`src/rtl/microsequencer_if.sv`:
```
// ============================================================================
// microsequencer_if : instruction/memory inputs and micro-PC outputs of the
//                     microsequencer. Rev 1.0
// ============================================================================
`default_nettype none

interface microsequencer_if #(
  parameter int UPC_W = 4,
  parameter int CNT_W = 16
);
  logic [6:0]       op;
  logic [1:0]       addr_ctl;
  logic             mem_wait;
  logic             mem_ready;
  logic [UPC_W-1:0] upc;
  logic             stall;
  logic             retire;
  logic             illegal_op;
  logic [CNT_W-1:0] instr_count;

  modport master (
    output op, addr_ctl, mem_wait, mem_ready,
    input  upc, stall, retire, illegal_op, instr_count
  );

  modport slave (
    input  op, addr_ctl, mem_wait, mem_ready,
    output upc, stall, retire, illegal_op, instr_count
  );
endinterface

`default_nettype wire

```
`src/rtl/microsequencer.sv`:
```
// ============================================================================
// microsequencer : micro-PC sequencer with two dispatch tables and a retire
//                  counter; MICROSEQ_ILLEGAL_TRAP_EN selects the trap build.
// Rev 1.0
// ============================================================================
`default_nettype none

module microsequencer #(
  parameter int UPC_W = 4,
  parameter int CNT_W = 16
) (
  input  logic             clk,
  input  logic             reset_n,
  microsequencer_if.slave  bus
);

`ifdef MICROSEQ_ILLEGAL_TRAP_EN
  localparam bit TRAP_EN = 1'b1;
`else
  localparam bit TRAP_EN = 1'b0;
`endif

  localparam logic [1:0] AC_FETCH = 2'b00;
  localparam logic [1:0] AC_DISP1 = 2'b01;
  localparam logic [1:0] AC_DISP2 = 2'b10;
  localparam logic [1:0] AC_SEQ   = 2'b11;

  logic [UPC_W-1:0] upc_q, upc_d;
  logic             retire_q, retire_d;
  logic             illegal_q, illegal_d;
  logic [CNT_W-1:0] cnt_q, cnt_d;
  logic             stall_w;
  logic             in_trap_w;
  logic [UPC_W:0]   disp_w;

  // Table entries are {valid, target}; valid=0 marks an unmapped opcode.
  function automatic logic [UPC_W:0] disp1(input logic [6:0] op_v);
    case (op_v)
      7'b0110011: disp1 = {1'b1, UPC_W'(6)};
      7'b0010011: disp1 = {1'b1, UPC_W'(8)};
      7'b1101111: disp1 = {1'b1, UPC_W'(9)};
      7'b1100011: disp1 = {1'b1, UPC_W'(10)};
      7'b0000011: disp1 = {1'b1, UPC_W'(2)};
      7'b0100011: disp1 = {1'b1, UPC_W'(2)};
      default:    disp1 = {1'b0, {UPC_W{1'b0}}};
    endcase
  endfunction

  function automatic logic [UPC_W:0] disp2(input logic [6:0] op_v);
    case (op_v)
      7'b0000011: disp2 = {1'b1, UPC_W'(3)};
      7'b0100011: disp2 = {1'b1, UPC_W'(5)};
      default:    disp2 = {1'b0, {UPC_W{1'b0}}};
    endcase
  endfunction

  always_ff @(posedge clk or negedge reset_n) begin
    if (!reset_n) begin
      upc_q     <= '0;
      retire_q  <= 1'b0;
      illegal_q <= 1'b0;
      cnt_q     <= '0;
    end else begin
      upc_q     <= upc_d;
      retire_q  <= retire_d;
      illegal_q <= illegal_d;
      cnt_q     <= cnt_d;
    end
  end

  always_comb begin
    upc_d     = upc_q;
    retire_d  = 1'b0;
    illegal_d = illegal_q;
    in_trap_w = TRAP_EN && (upc_q == {UPC_W{1'b1}});
    disp_w    = (bus.addr_ctl == AC_DISP1) ? disp1(bus.op) : disp2(bus.op);
    if (!stall_w && !in_trap_w) begin
      case (bus.addr_ctl)
        AC_FETCH: begin
          upc_d    = '0;
          retire_d = (upc_q != '0);
        end
        AC_SEQ: upc_d = upc_q + 1'b1;
        default: begin
          if (disp_w[UPC_W]) begin
            upc_d = disp_w[UPC_W-1:0];
          end else begin
            // Trap build parks in all-ones; otherwise retire as a NOP.
            illegal_d = 1'b1;
            upc_d     = TRAP_EN ? {UPC_W{1'b1}} : {UPC_W{1'b0}};
            retire_d  = !TRAP_EN;
          end
        end
      endcase
    end
    cnt_d = cnt_q + CNT_W'(retire_d);
  end

  always_comb begin
    stall_w         = bus.mem_wait & ~bus.mem_ready;
    bus.stall       = stall_w;
    bus.upc         = upc_q;
    bus.retire      = retire_q;
    bus.illegal_op  = illegal_q;
    bus.instr_count = cnt_q;
  end

endmodule

`default_nettype wire

```
`src/flat_wrapper.sv`:
```
// flat-port wrapper written by rule: the top's interface ports become plain ports
module microsequencer_flat 
#(
  parameter int UPC_W = 4,
  parameter int CNT_W = 16
)
  (clk, reset_n, bus_op, bus_addr_ctl, bus_mem_wait, bus_mem_ready, bus_upc, bus_stall, bus_retire, bus_illegal_op, bus_instr_count);
  microsequencer_if #(.UPC_W(UPC_W), .CNT_W(CNT_W)) bus_i ();
  input  logic clk;
  input  logic reset_n;
  input wire logic [$bits(bus_i.op)-1:0] bus_op;
  input wire logic [$bits(bus_i.addr_ctl)-1:0] bus_addr_ctl;
  input wire logic [$bits(bus_i.mem_wait)-1:0] bus_mem_wait;
  input wire logic [$bits(bus_i.mem_ready)-1:0] bus_mem_ready;
  output wire logic [$bits(bus_i.upc)-1:0] bus_upc;
  output wire logic [$bits(bus_i.stall)-1:0] bus_stall;
  output wire logic [$bits(bus_i.retire)-1:0] bus_retire;
  output wire logic [$bits(bus_i.illegal_op)-1:0] bus_illegal_op;
  output wire logic [$bits(bus_i.instr_count)-1:0] bus_instr_count;
  assign bus_i.op = bus_op;
  assign bus_i.addr_ctl = bus_addr_ctl;
  assign bus_i.mem_wait = bus_mem_wait;
  assign bus_i.mem_ready = bus_mem_ready;
  assign bus_upc = bus_i.upc;
  assign bus_stall = bus_i.stall;
  assign bus_retire = bus_i.retire;
  assign bus_illegal_op = bus_i.illegal_op;
  assign bus_instr_count = bus_i.instr_count;
  microsequencer #(.UPC_W(UPC_W), .CNT_W(CNT_W)) u_core (.clk(clk), .reset_n(reset_n), .bus(bus_i));
endmodule
```
`config.mk`:
```
export PLATFORM = sky130hd
export DESIGN_NAME = microsequencer_flat
export DESIGN_NICKNAME = d
export VERILOG_FILES = /design/src/rtl/microsequencer_if.sv /design/src/rtl/microsequencer.sv /design/src/flat_wrapper.sv
export SDC_FILE = /design/constraint.sdc
export NUM_CORES = 1
export LEC_CHECK = 0
export ABC_CLOCK_PERIOD_IN_PS = 1700
export BUFFER_PORTS_ARGS = -buffer_cell sky130_fd_sc_hd__buf_2
export CAP_MARGIN = 20
export CELL_PAD_IN_SITES_DETAIL_PLACEMENT = 2
export CELL_PAD_IN_SITES_GLOBAL_PLACEMENT = 2
export CORE_MARGIN = 1.5
export CORE_UTILIZATION = 28
export CTS_CLUSTER_SIZE = 16
export DETAILED_ROUTE_END_ITERATION = 16
export PLACE_DENSITY_LB_ADDON = 0.1
export SYNTH_ARGS = -nofsm -noshare
export SYNTH_HDL_FRONTEND = slang
export SYNTH_SLANG_ARGS = --single-unit
```
`constraint.sdc`:
```
create_clock -name clk -period 1.7 [get_ports clk]
set_input_delay 0.17 -clock clk [delete_from_list [all_inputs] [get_ports clk]]
set_output_delay 0.17 -clock clk [all_outputs]
set_load 0.02 [all_outputs]
```
; ---- After elaboration in Yosys (flattened, before gate mapping)
; Index checks and enable logic that the tools add are counted.
[classes]
n_div = 0
add_sub_neg = 2
n_eq_ne = 8
multipliers = 0
order_cmp = 0
n_reduce_logical = 5
shifts = 0
muxes = 8
n_bitwise = 5
[op_table]
columns = op, n
row1 = $pmux W5 S5, 1
row2 = $add A16 B1 Y16, 1
row3 = $eq A7 B6 Y1 const B, 2
row4 = $eq A7 B7 Y1 const B, 2
row5 = $pmux W5 S2, 1
row6 = $pmux W4 S2, 1
row7 = $eq A7 B2 Y1 const B, 1
row8 = $eq A7 B5 Y1 const B, 1
row9 = $mux W5, 1
row10 = $add A4 B1 Y4 const B, 1
row11 = $mux W4, 1
row12 = $not A1 Y1, 4
row13 = $reduce_bool A4 Y1, 1
row14 = $reduce_or A2 Y1, 2
row15 = $reduce_and A3 Y1, 1
row16 = $eq A2 B1 Y1 const B, 1
row17 = $eq A2 B2 Y1 const B, 1
row18 = $logic_not A2 Y1, 1
row19 = $mux W1, 2
row20 = $pmux W1 S2, 1
row21 = $and A1 B1 Y1, 1
[word_totals]
input_bits = 13
ram_bits = 0
rom_bits = 0
memories = 0
regBits = 22
output_inout_bits = 23
word_cells = 32
latchBits = 0

; ---- Depth between registers and ports, before layout
; Gate-level depths: netlist (run 1).
[logic_depth]
ltp_word = 8
depth_mapped = 14

; ---- Worst setup path after synthesis (run 1)
; No wires, ideal clock.
[synth_path]
kind = input-to-reg
start = in bus_addr_ctl[1]
end = reg u_core.cnt_q[13], in the netlist u_core.bus.instr_count[13]
arrival_ns = 2.042
t_required_ns = 1.571
path_stages = 14
setup_time_ns = 0.129
n_path_buf = 1
path_slack_ns = -0.471
path_cell_list = inv_1 ha_1 buf_4 nand2_2 maj3_2 nor2_1 a31oi_1 nor3b_2 ha_1 nand2_1 nor2_1 and3_1 nand3_1 xnor2_1
[synth_via]
elab_chain_cells = 6
[synth_lines]
columns = item, line
row1 = start: declaration, flat_wrapper.sv:12  ; input wire logic [$bits(bus_i.addr_ctl)-1:0] bus_addr_ctl;
row2 = $eq A2 B1 Y1, microsequencer.sv:76  ; disp_w = (bus.addr_ctl == AC_DISP1) ? disp1(bus.op) : disp2(bus.op);
row3 = $mux W5, microsequencer.sv:76
row4 = $mux W1, microsequencer.sv:85  ; if (disp_w[UPC_W]) begin
row5 = $pmux W1 S2 *, microsequencer.sv:78  ; case (bus.addr_ctl)
row6 = $mux W1 *, microsequencer.sv:77  ; if (!stall_w && !in_trap_w) begin
row7 = named net u_core.retire_d, microsequencer.sv:29  ; logic retire_q, retire_d;
row8 = $add A16 B1 Y16 *, microsequencer.sv:96  ; cnt_d = cnt_q + CNT_W'(retire_d);
row9 = named net u_core.cnt_d[13], microsequencer.sv:31  ; logic [CNT_W-1:0] cnt_q, cnt_d;
row10 = end signal: assignment, microsequencer.sv:67  ; cnt_q <= cnt_d;
row11 = end: declaration, microsequencer.sv:31
; The timed path passes the listed nets; every way through them passes the cells marked *.
; A chain may end at the register's enable or synchronous reset.

; ---- Worst setup path after layout (run 1)
[layout_path]
start = reg u_core.upc_q[1], in the netlist u_core.bus.upc[1]
end = reg u_core.cnt_q[15], in the netlist u_core.bus.instr_count[15]
[layout_via]
elab_chain_cells = 4
[layout_lines]
columns = item, line
row1 = start: declaration, microsequencer.sv:28  ; logic [UPC_W-1:0] upc_q, upc_d;
row2 = start signal: assignment, microsequencer.sv:64  ; upc_q <= upc_d;
row3 = $reduce_bool A4 Y1, microsequencer.sv:81  ; retire_d = (upc_q != '0);
row4 = $pmux W1 S2, microsequencer.sv:78
row5 = $mux W1, microsequencer.sv:77
row6 = named net u_core.retire_d, microsequencer.sv:29
row7 = $add A16 B1 Y16, microsequencer.sv:96
row8 = named net u_core.cnt_d[15], microsequencer.sv:31
; The timed path passes the listed nets, and every way through them passes these cells.

==> results of run 1 <==
==> tightest hold or removal path, delay by kind of cell <==
family | cells | cell delay (ns)
AOI/OAI and AO/OA | 2 | 0.15
buffers and inverters | 1 | 0.16
and+or+nand+nor | 1 | 0.09
==> registers in the layout, indices dropped and copies added (netlist names) <==
name,flops
u_core.bus.retire,1
u_core.bus.illegal_op,1
u_core.bus.upc,4
u_core.bus.instr_count,16
==> layer usage <==
metal / track usage / up-vias / share of wire
li1: - / 584 / -
met1: 0.236 / 599 / 0.46
met2: 0.322 / 25 / 0.50
met3: 0.0375 / 3 / 0.033
met4: 0.0256 / 0 / 0.0072
met5: 0 / - / 0
==> cells by family after synthesis <==
group,synth area share
compound gates,0.0998
flops,0.439
buf+inv,0.0240
xor+xnor,0.105
simple gates,0.244
fa+ha+maj,0.0888
==> how the worst max path moves through the flow <==
stage | start | to | slack, ns | cells after the start
6_report | u_core.bus.upc[1] | u_core.bus.instr_count[15] | -0.23 | 12
3_3_place_gp | bus_addr_ctl[1] | u_core.bus.instr_count[14] | -0.46 | 12
4_1_cts | u_core.bus.upc[1] | u_core.bus.instr_count[13] | -0.17 | 11
5_1_grt | u_core.bus.upc[0] | u_core.bus.instr_count[15] | -0.33 | 12
2_1_floorplan | bus_addr_ctl[1] | u_core.bus.instr_count[13] | -0.36 | 14
3_5_place_dp | bus_addr_ctl[1] | u_core.bus.instr_count[13] | -0.58 | 13
==> through the flow <==
stage               total power [W]  TNS (ns)
floorplan                  0.000963     -2.64
global placement            0.00117     -5.21
detailed placement          0.00120     -6.88
CTS                         0.00182     -1.06
global route                0.00194     -3.22
finish                      0.00185     -1.86
==> synthesized netlist by cell type, drive strengths merged <==
cell / n / area share
and4: 2 / 0.016
a41o: 1 / 0.0080
nor3: 1 / 0.0040
nand3: 12 / 0.062
nor4b: 1 / 0.0070
xnor2: 12 / 0.084
dfrtp: 22 / 0.44
a211o: 1 / 0.0070
o32ai: 1 / 0.0070
nor2b: 1 / 0.0050
xor2: 3 / 0.021
a21oi: 6 / 0.024
o21ai: 8 / 0.032
nand2: 11 / 0.037
inv: 6 / 0.018
ha: 8 / 0.080
a31oi: 2 / 0.010
o22ai: 1 / 0.0050
maj3: 1 / 0.0090
o2111ai: 1 / 0.0070
buf: 1 / 0.0060
and3: 4 / 0.020
nand4: 4 / 0.020
nor3b: 3 / 0.026
nor2: 7 / 0.027
and4bb: 1 / 0.010
nand2b: 2 / 0.010
==> what timing repair did <==
action	4_1_cts	5_1_grt
endpoints found under the setup margin	14	14
endpoints found under the hold margin	22	0
gates resized for setup	20	10
hold buffers	1	0
buffers inserted	5	7
pin swaps	13	8
==> power by group through the flow <==
stage	clock network (W)	registers, W	logic (W)
after global placement	0	0.000718	0.000455
after detailed placement	0	0.000728	0.000469
after CTS	0.000520	0.000741	0.000559
after global routing	0.000546	0.000754	0.000636
final	0.000515	0.000740	0.000592
after floorplan	0	0.000803	0.000160
==> area by class of cell <==
cell class,instances,area share
multi-input combinational,94,0.415
sequential,22,0.274
timing repair buffer,69,0.226
tap,52,0.0324
clock buffer,3,0.0205
inverter,6,0.0174
clock inverter,1,0.0149
==> metrics, run 1 <==
Worst setup SP type flip-flop; final critical path time including I/O delays and setup 1.93 ns; family with the most delay on the worst path simple AND/OR/NAND/NOR gates; CTS tree yes; Clk Latency, worst-skew pair 0.28 ns; Net count, final 217; first-pass GRT wire length 7040 um; vias in the first global route 1356; cell-internal power 0.00119 W; outcome finished with violations; Hold Fails Final Rpt 0; chip height 69.9 um; commonest non-fill, non-tap cell in the layout buf_2; Finish-stage setup viols 14; Comb power frac 0.321; setup ws final -0.231 ns; Final Instance Area 2010 um2; failing checks setup timing; ANT nets after route 0; crit end category flip-flop; Reg clk slew, reported paths 0.09 ns; Total GRT Usage 0.182; CP arrival 2.11 ns; register area share after synthesis 0.439; drt first pass iters 4; Synth warnings 0; Top Ports 36; residual DRC count 0; total vias in the final route 1211; Post-Syn Nets 144; Layout area overhead 60.3%; antenna violations before repair 0; crit path max fanout 3; clock sinks 22; share of power burned in the clock network 0.279; Sw Pwr 0.000659 W; initial core utilization 0.290; Worst Setup Path Type reg2reg; Num CTS Buffers 3; Routed WL per cell 18.1 um; Worst Hold Path Cells 4; CP Cell Sequence inv_2 -> ha_4 -> nand2_4 -> a21oi_4 -> nor3b_4 -> buf_4 -> buf_6 -> ha_4 -> nand3_4 -> nor2_4 -> nand3_2 -> xnor2_2; R2R Setup Slk -0.23 ns; multi-input logic area 833 um2; Worst IR Drop VDD 0.000816 V; register area 551 um2; pre-CTS setup slack -0.576 ns; Synth Instances 123; die width 69.9 um; Max clock buf depth 2; Fill cells 476; post-synth design cell area 1250 um2; CP most frequent cell ha_4; fmax 518 MHz; most frequent cells in the layout buf_2, buf_4, dfrtp_1, xnor2_1; Clock Skew 0.0117 ns; largest net degree at the start of global routing 23; Die Footprint 4890 um2; r2r startpoint u_core.bus.upc[1]; Switching Share 0.357; RePlAce Congestion 0.766; hold endpoint u_core.bus.upc[1]; DP Area 1700 um2; r2r endpoint u_core.bus.instr_count[15]; post-synthesis cell type count 34; PD cells 919 nW/um2; critical path's slowest cell dfrtp_1; hold crit path type in2reg; Rows 24; final non-filler cell total 247; Sequential Power Share 0.401; Vias/cell 4.90; crit path buf inv count 3; share of cells above drive strength 1 0.523; Pleak 0.977 nW; utilization after layout 0.465; RSZ-0062 raised after global routing yes; min-delay src bus_op[6]; antenna cells 0; Final period util 1.14; # port buffers 35; Final Slew Violations 0; crit-path max cell delay 0.38 ns; grt total ovfl 0; Detailed Route Iter0 Violations 37; number of max-cap violations 0; H-tree levels 1; CP Data Required Time 1.88 ns; Worst Hold Slack 0.321 ns; hpwl dp 3050 um; placed insts 232; CTS root buf clkbuf_8; final wirelength 4480 um; Slew @ Worst Pin 0.507 ns; reg2reg path depth 12; Post-Syn Area per Cell 10.2 um2; core area 4320 um2; Seq cells post-synth 22; Rel. slew slack 0.662
(Power assumes the default switching activity.)
==> run 2: changes to the inputs <==
--- a/config.mk
+++ b/config.mk
@@ -5,13 +5,13 @@
 export SDC_FILE = /design/constraint.sdc
 export NUM_CORES = 1
 export LEC_CHECK = 0
-export ABC_CLOCK_PERIOD_IN_PS = 1700
+export ABC_CLOCK_PERIOD_IN_PS = 2100
 export BUFFER_PORTS_ARGS = -buffer_cell sky130_fd_sc_hd__buf_2
 export CAP_MARGIN = 20
 export CELL_PAD_IN_SITES_DETAIL_PLACEMENT = 2
 export CELL_PAD_IN_SITES_GLOBAL_PLACEMENT = 2
 export CORE_MARGIN = 1.5
-export CORE_UTILIZATION = 28
+export CORE_UTILIZATION = 31
 export CTS_CLUSTER_SIZE = 16
 export DETAILED_ROUTE_END_ITERATION = 16
 export PLACE_DENSITY_LB_ADDON = 0.1
==> constraint.sdc (replaced) <==
create_clock -name clk -period 2.1 [get_ports clk]
set_input_delay 0.21 -clock clk [delete_from_list [all_inputs] [get_ports clk]]
set_output_delay 0.21 -clock clk [all_outputs]
set_load 0.02 [all_outputs]
==> metrics, run 2 (synthesis gave the netlist of run 1 again) <==
ANT nets after route 0 (unchanged); Worst Setup Path Type in2reg; grt met1 use 0.251 (+0.0152); Detailed Route Iter0 Violations 25 (-32%); Rel. slew slack 0.657 (-0.00548); residual DRC count 0 (unchanged); Vias/cell 5.19 (+5.8%); fmax 503 MHz; initial core utilization 0.332 (+0.0425); Worst IR Drop VDD 0.000396 V (-51%); Num CTS Buffers 3 (unchanged); largest net degree at the start of global routing 23 (unchanged); hpwl dp 2890 um (-5.3%); CP Data Required Time 2.26 ns (+0.38 ns); Clock Skew 0.00484 ns (-0.00685 ns); Slew @ Worst Pin 0.515 ns (+0.00822 ns); drt first pass iters 4 (unchanged); most frequent cells in the layout buf_2, dfrtp_1, buf_4, xnor2_1, nand3_1; Rows 22 (-8.3%); flip-flop count of the largest register after layout 16 (unchanged); Layout area overhead 45.1%; Max clock buf depth 2 (unchanged); chip height 66.6 um (-4.7%); Routed WL per cell 16.8 um (-7.2%); final critical path time including I/O delays and setup 1.99 ns; # port buffers 35 (unchanged); Worst setup SP type primary input; antenna violations before repair 0 (unchanged); hold crit path type in2reg; outcome complete, no violations; Reg clk slew, reported paths 0.09 ns (about the same); vias in the first global route 1255 (-7.4%); clock sinks 22 (unchanged); PnR Total Power 0.00140 W (-24%); crit path max fanout 2 (-1); Die Footprint 4430 um2 (-9.3%); crit end category flip-flop; most used routing layer met2; CTS tree yes; grt total ovfl 0 (unchanged); final wirelength 3890 um (-13%); DP Area 1650 um2 (-2.9%); Total GRT Usage 0.187 (+0.00407); number of max-cap violations 0 (unchanged); first-pass GRT wire length 6220 um (-12%); Fill cells 406 (-15%); Pleak 0.863 nW (-12%); Finish-stage setup viols 0 (-14); utilization after layout 0.482 (+0.0177); Clk Latency, worst-skew pair 0.27 ns (about the same); GR Util met2 0.319 (-0.00294); GR Util met3 0.0152 (-0.0223); Setup TNS 0 ns (+1.86 ns); H-tree levels 1 (unchanged); share of cells above drive strength 1 0.454 (-0.0695); RePlAce Congestion 0.862 (+13%); total vias in the final route 1198 (-1.1%); PD cells 770 nW/um2 (-16%); Net count, final 205 (-5.5%); Final period util 0.947; Hold Fails Final Rpt 0 (unchanged); antenna cells 0 (unchanged); Final Slew Violations 0 (unchanged); CTS root buf clkbuf_8; CP arrival 2.15 ns (+0.04 ns); Final Instance Area 1820 um2 (-9.5%); die width 66.6 um (-4.7%); Top Ports 36 (unchanged); core area 3770 um2 (-13%); commonest non-fill, non-tap cell in the layout buf_2
[run 2: critical path: stages]
cell and delay, ns:
clkbuf_4 0.16, inv_12 0.04, ha_4 0.16, nand2_4 0.06, maj3_2 0.18, nor2_1 0.05
a31oi_2 0.17, nor3b_4 0.25, ha_2 0.23, nand2_2 0.08, nor2_4 0.11, and3_4 0.21
nand3_2 0.09, xnor2_2 0.15
[run 2: report_power, final]
part	internal, W	switching, W
sequential	0.000487	0.000101
clock	0.000255	0.000152
combinational	0.000171	0.000235
total	0.000912	0.000488
[run 2: final timing paths]
path | startpoint | end | slack, ns | cells past startpoint
max | bus_addr_ctl[1] | u_core.bus.instr_count[13] | 0.11 | 14
min | bus_op[4] | u_core.bus.upc[1] | 0.38 | 4
max reg2reg | u_core.bus.upc[0] | u_core.bus.instr_count[13] | 0.13 | 11
min reg2reg | u_core.bus.instr_count[15] | u_core.bus.instr_count[15] | 0.47 | 1
max in group asynchronous | reset_n | u_core.bus.illegal_op | 1.31 | 2
min in group asynchronous | reset_n | u_core.bus.instr_count[11] | 0.44 | 2
[run 2: area by class of cell]
type,count,area (um2),share of cell area
clock inverter,1,30.0,0.0165
timing repair buffer,57,345,0.190
inverter,6,35.0,0.0193
sequential,22,551,0.303
clock buffer,3,41.3,0.0227
tap,48,60.1,0.0330
multi-input combinational,94,757,0.416
[run 2: per-stage QoR]
step,setup slack [ns],hold WS (ns),instances
2_1_floorplan,-0.000180,-0.0856,123
3_3_place_gp,-0.183,0.206,222
3_5_place_dp,-0.364,0.217,222
4_1_cts,0.00729,0.389,228
5_1_grt,-0.0191,0.410,231
6_report,0.112,0.380,231
[run 2: what timing repair did]
| action | CTS | global route |
|---|---|---|
| endpoints found under the hold margin | 22 | 0 |
| gates cloned | 0 | 0 |
| resized for setup | 2 | 9 |
| endpoints found under the setup margin | 3 | 7 |
| buffers inserted | 1 | 3 |
| hold buffers | 1 | 0 |
| pin swaps | 0 | 3 |
[run 2: per-layer routing]
metal,vias up,wire length (um),part of all wire
li1,564,-,-
met1,600,1780,0.46
met2,30,1920,0.49
met3,4,148,0.038
met4,0,33,0.0085
met5,-,0,0
==> run 3: changes to the inputs <==
--- a/config.mk
+++ b/config.mk
@@ -5,7 +5,7 @@
 export SDC_FILE = /design/constraint.sdc
 export NUM_CORES = 1
 export LEC_CHECK = 0
-export ABC_CLOCK_PERIOD_IN_PS = 2100
+export ABC_CLOCK_PERIOD_IN_PS = 2000
 export BUFFER_PORTS_ARGS = -buffer_cell sky130_fd_sc_hd__buf_2
 export CAP_MARGIN = 20
 export CELL_PAD_IN_SITES_DETAIL_PLACEMENT = 2
==> constraint.sdc (replaced) <==
create_clock -name clk -period 2 [get_ports clk]
set_input_delay 0.2 -clock clk [delete_from_list [all_inputs] [get_ports clk]]
set_output_delay 0.2 -clock clk [all_outputs]
set_load 0.02 [all_outputs]
==> metrics, run 3 (synthesis gave the netlist of run 1 again) <==
outcome finished with violations; failing checks setup timing; Switching Share 0.368 (+0.0192); R2R Setup Slk 0 ns (-0.13 ns); Clock Skew 0.00894 ns (+0.00410 ns); Detailed Route Iter0 Violations 61 (+140%); initial core utilization 0.332 (unchanged); share of cells above drive strength 1 0.462 (+0.00881); Rel. slew slack 0.652 (-0.00484); first-pass GRT wire length 6560 um (+5.6%); Sw Pwr 0.000582 W (+19%); hold endpoint u_core.bus.upc[3]; CP Data Required Time 2.17 ns (-0.09 ns); antenna violations before repair 0 (unchanged); register area 551 um2 (unchanged); drt first pass iters 4 (unchanged); Layout area overhead 49.1%; grt total ovfl 0 (unchanged); commonest non-fill, non-tap cell in the layout buf_2; largest net degree at the start of global routing 23 (unchanged); hold crit path type in2reg; hpwl dp 3060 um (+6.1%); crit end category flip-flop; multi-input logic area 785 um2 (+3.6%); grt met1 use 0.249 (-0.00237); CTS tree yes; Num CTS Buffers 3 (unchanged); clock sinks 22 (unchanged); # port buffers 35 (unchanged); most frequent cells in the layout buf_2, buf_4, dfrtp_1, xnor2_1, nand3_1; Max clock buf depth 2 (unchanged); setup ws final -0.0109 ns (-0.123 ns); Vias/cell 5.28 (+1.8%); Net count, final 208 (+1.5%); Finish-stage setup viols 1 (+1); crit path max fanout 3 (+1); placed insts 225 (+1.4%); CTS root buf clkbuf_8; antenna cells 0 (unchanged); H-tree levels 1 (unchanged); Total GRT Usage 0.197 (+0.0103); chip height 66.6 um (unchanged); GR Util met3 0.0405 (+0.0253); GR Util met2 0.344 (+0.0250); Final Slew Violations 0 (unchanged); most used routing layer met2; final wirelength 4800 um (+24%); cell-internal power 0.00100 W (+9.7%); Rows 22 (unchanged); Fill cells 384 (-5.4%); Pleak 0.881 nW (+2.1%); ANT nets after route 0 (unchanged); Worst IR Drop VDD 0.000641 V (+62%); r2r endpoint u_core.bus.instr_count[13]; Sequential Power Share 0.409 (-0.011); Worst setup SP type primary input; Hold Fails Final Rpt 0 (unchanged); residual DRC count 0 (unchanged); final non-filler cell total 234 (+1.3%); reg2reg path depth 11 (unchanged); r2r startpoint u_core.bus.upc[0]; vias in the first global route 1334 (+6.3%); Reg clk slew, reported paths 0.09 ns (about the same); Die Footprint 4430 um2 (unchanged); Top Ports 36 (unchanged); Final period util 1.01; Routed WL per cell 20.5 um (+22%); Comb power frac 0.319 (+0.029); fmax 497 MHz; RePlAce Congestion 0.951 (+10%); share of power burned in the clock network 0.272 (-0.018); Clk Latency, worst-skew pair 0.27 ns (about the same); final critical path time including I/O delays and setup 2.01 ns; flip-flop count of the largest register after layout 16 (unchanged); Slew @ Worst Pin 0.522 ns (+0.00725 ns); Worst Setup Path Type in2reg; number of max-cap violations 0 (unchanged); die width 66.6 um (unchanged); PD cells 847 nW/um2 (+10%); PnR Total Power 0.00158 W (+13%); Worst Hold Path Cells 5 (+1); min-delay src bus_mem_wait; total vias in the final route 1235 (+3.1%); core area 3770 um2 (unchanged); CP arrival 2.18 ns (+0.03 ns)
==> run 3: area by class of cell <==
| type | count | share of cell area |
|---|---|---|
| clock buffer | 3 | 0.0221 |
| clock inverter | 1 | 0.0161 |
| inverter | 6 | 0.0187 |
| multi-input combinational | 94 | 0.420 |
| sequential | 22 | 0.295 |
| tap | 48 | 0.0321 |
| timing repair buffer | 60 | 0.197 |
==> run 3: per-stage QoR <==
stage | setup WS (ns) | TNS, ns | hold WS, ns | util | area (um2)
floorplan | -0.0902 | -0.128 | -0.0956 | - | 1300
global placement | -0.277 | -2.38 | 0.194 | 0.445 | 1680
detailed placement | -0.492 | -4.85 | 0.197 | 0.445 | 1680
CTS | -0.00620 | -0.00620 | 0.328 | 0.476 | 1790
global route | -0.0819 | -0.297 | 0.427 | 0.496 | 1870
finish | -0.0109 | -0.0109 | 0.414 | 0.496 | 1870
==> run 3: timing repair <==
| item | 4_1_cts | 5_1_grt |
|---|---|---|
| setup buffers | 2 | 2 |
| hold buffers | 1 | 0 |
| setup endpoints to repair | 11 | 9 |
| hold endpoints to repair | 22 | 0 |
| pin swaps | 3 | 6 |
| gates resized for setup | 5 | 10 |
==> run 3: power by group through the flow <==
stage	combinational [W]	clock (W)	sequential, W
floorplan	0.000136	0	0.000682
global placement	0.000393	0	0.000613
detailed placement	0.000403	0	0.000624
CTS	0.000427	0.000433	0.000617
global route	0.000543	0.000454	0.000660
finish	0.000505	0.000430	0.000648
==> run 3: routing by layer <==
metal / part of all wire / up-vias
met3: 0.045 / 12
li1: - / 565
met5: 0 / -
met2: 0.52 / 43
met4: 0.031 / 0
met1: 0.40 / 615
==> run 3: worst max path at each step <==
stage                      start                    endpoint  cells past startpoint  slack [ns]
3_5_place_dp     bus_addr_ctl[1]  u_core.bus.instr_count[14]                     12       -0.49
6_report         bus_addr_ctl[1]  u_core.bus.instr_count[13]                     14       -0.01
2_1_floorplan    bus_addr_ctl[1]  u_core.bus.instr_count[13]                     14       -0.09
3_3_place_gp     bus_addr_ctl[1]  u_core.bus.instr_count[13]                     13       -0.28
5_1_grt        u_core.bus.upc[0]  u_core.bus.instr_count[13]                     11       -0.08
4_1_cts        u_core.bus.upc[0]  u_core.bus.instr_count[14]                     10      -0.006
==> run 3: worst max-delay path: stages <==
cell	delay [ns]
buf_4	0.13
inv_12	0.04
ha_4	0.16
nand2_4	0.05
maj3_2	0.17
nor2_1	0.05
a31oi_2	0.17
nor3b_4	0.33
ha_4	0.23
nand2_4	0.06
nor2_4	0.13
and3_4	0.21
nand3_2	0.09
xnor2_1	0.14
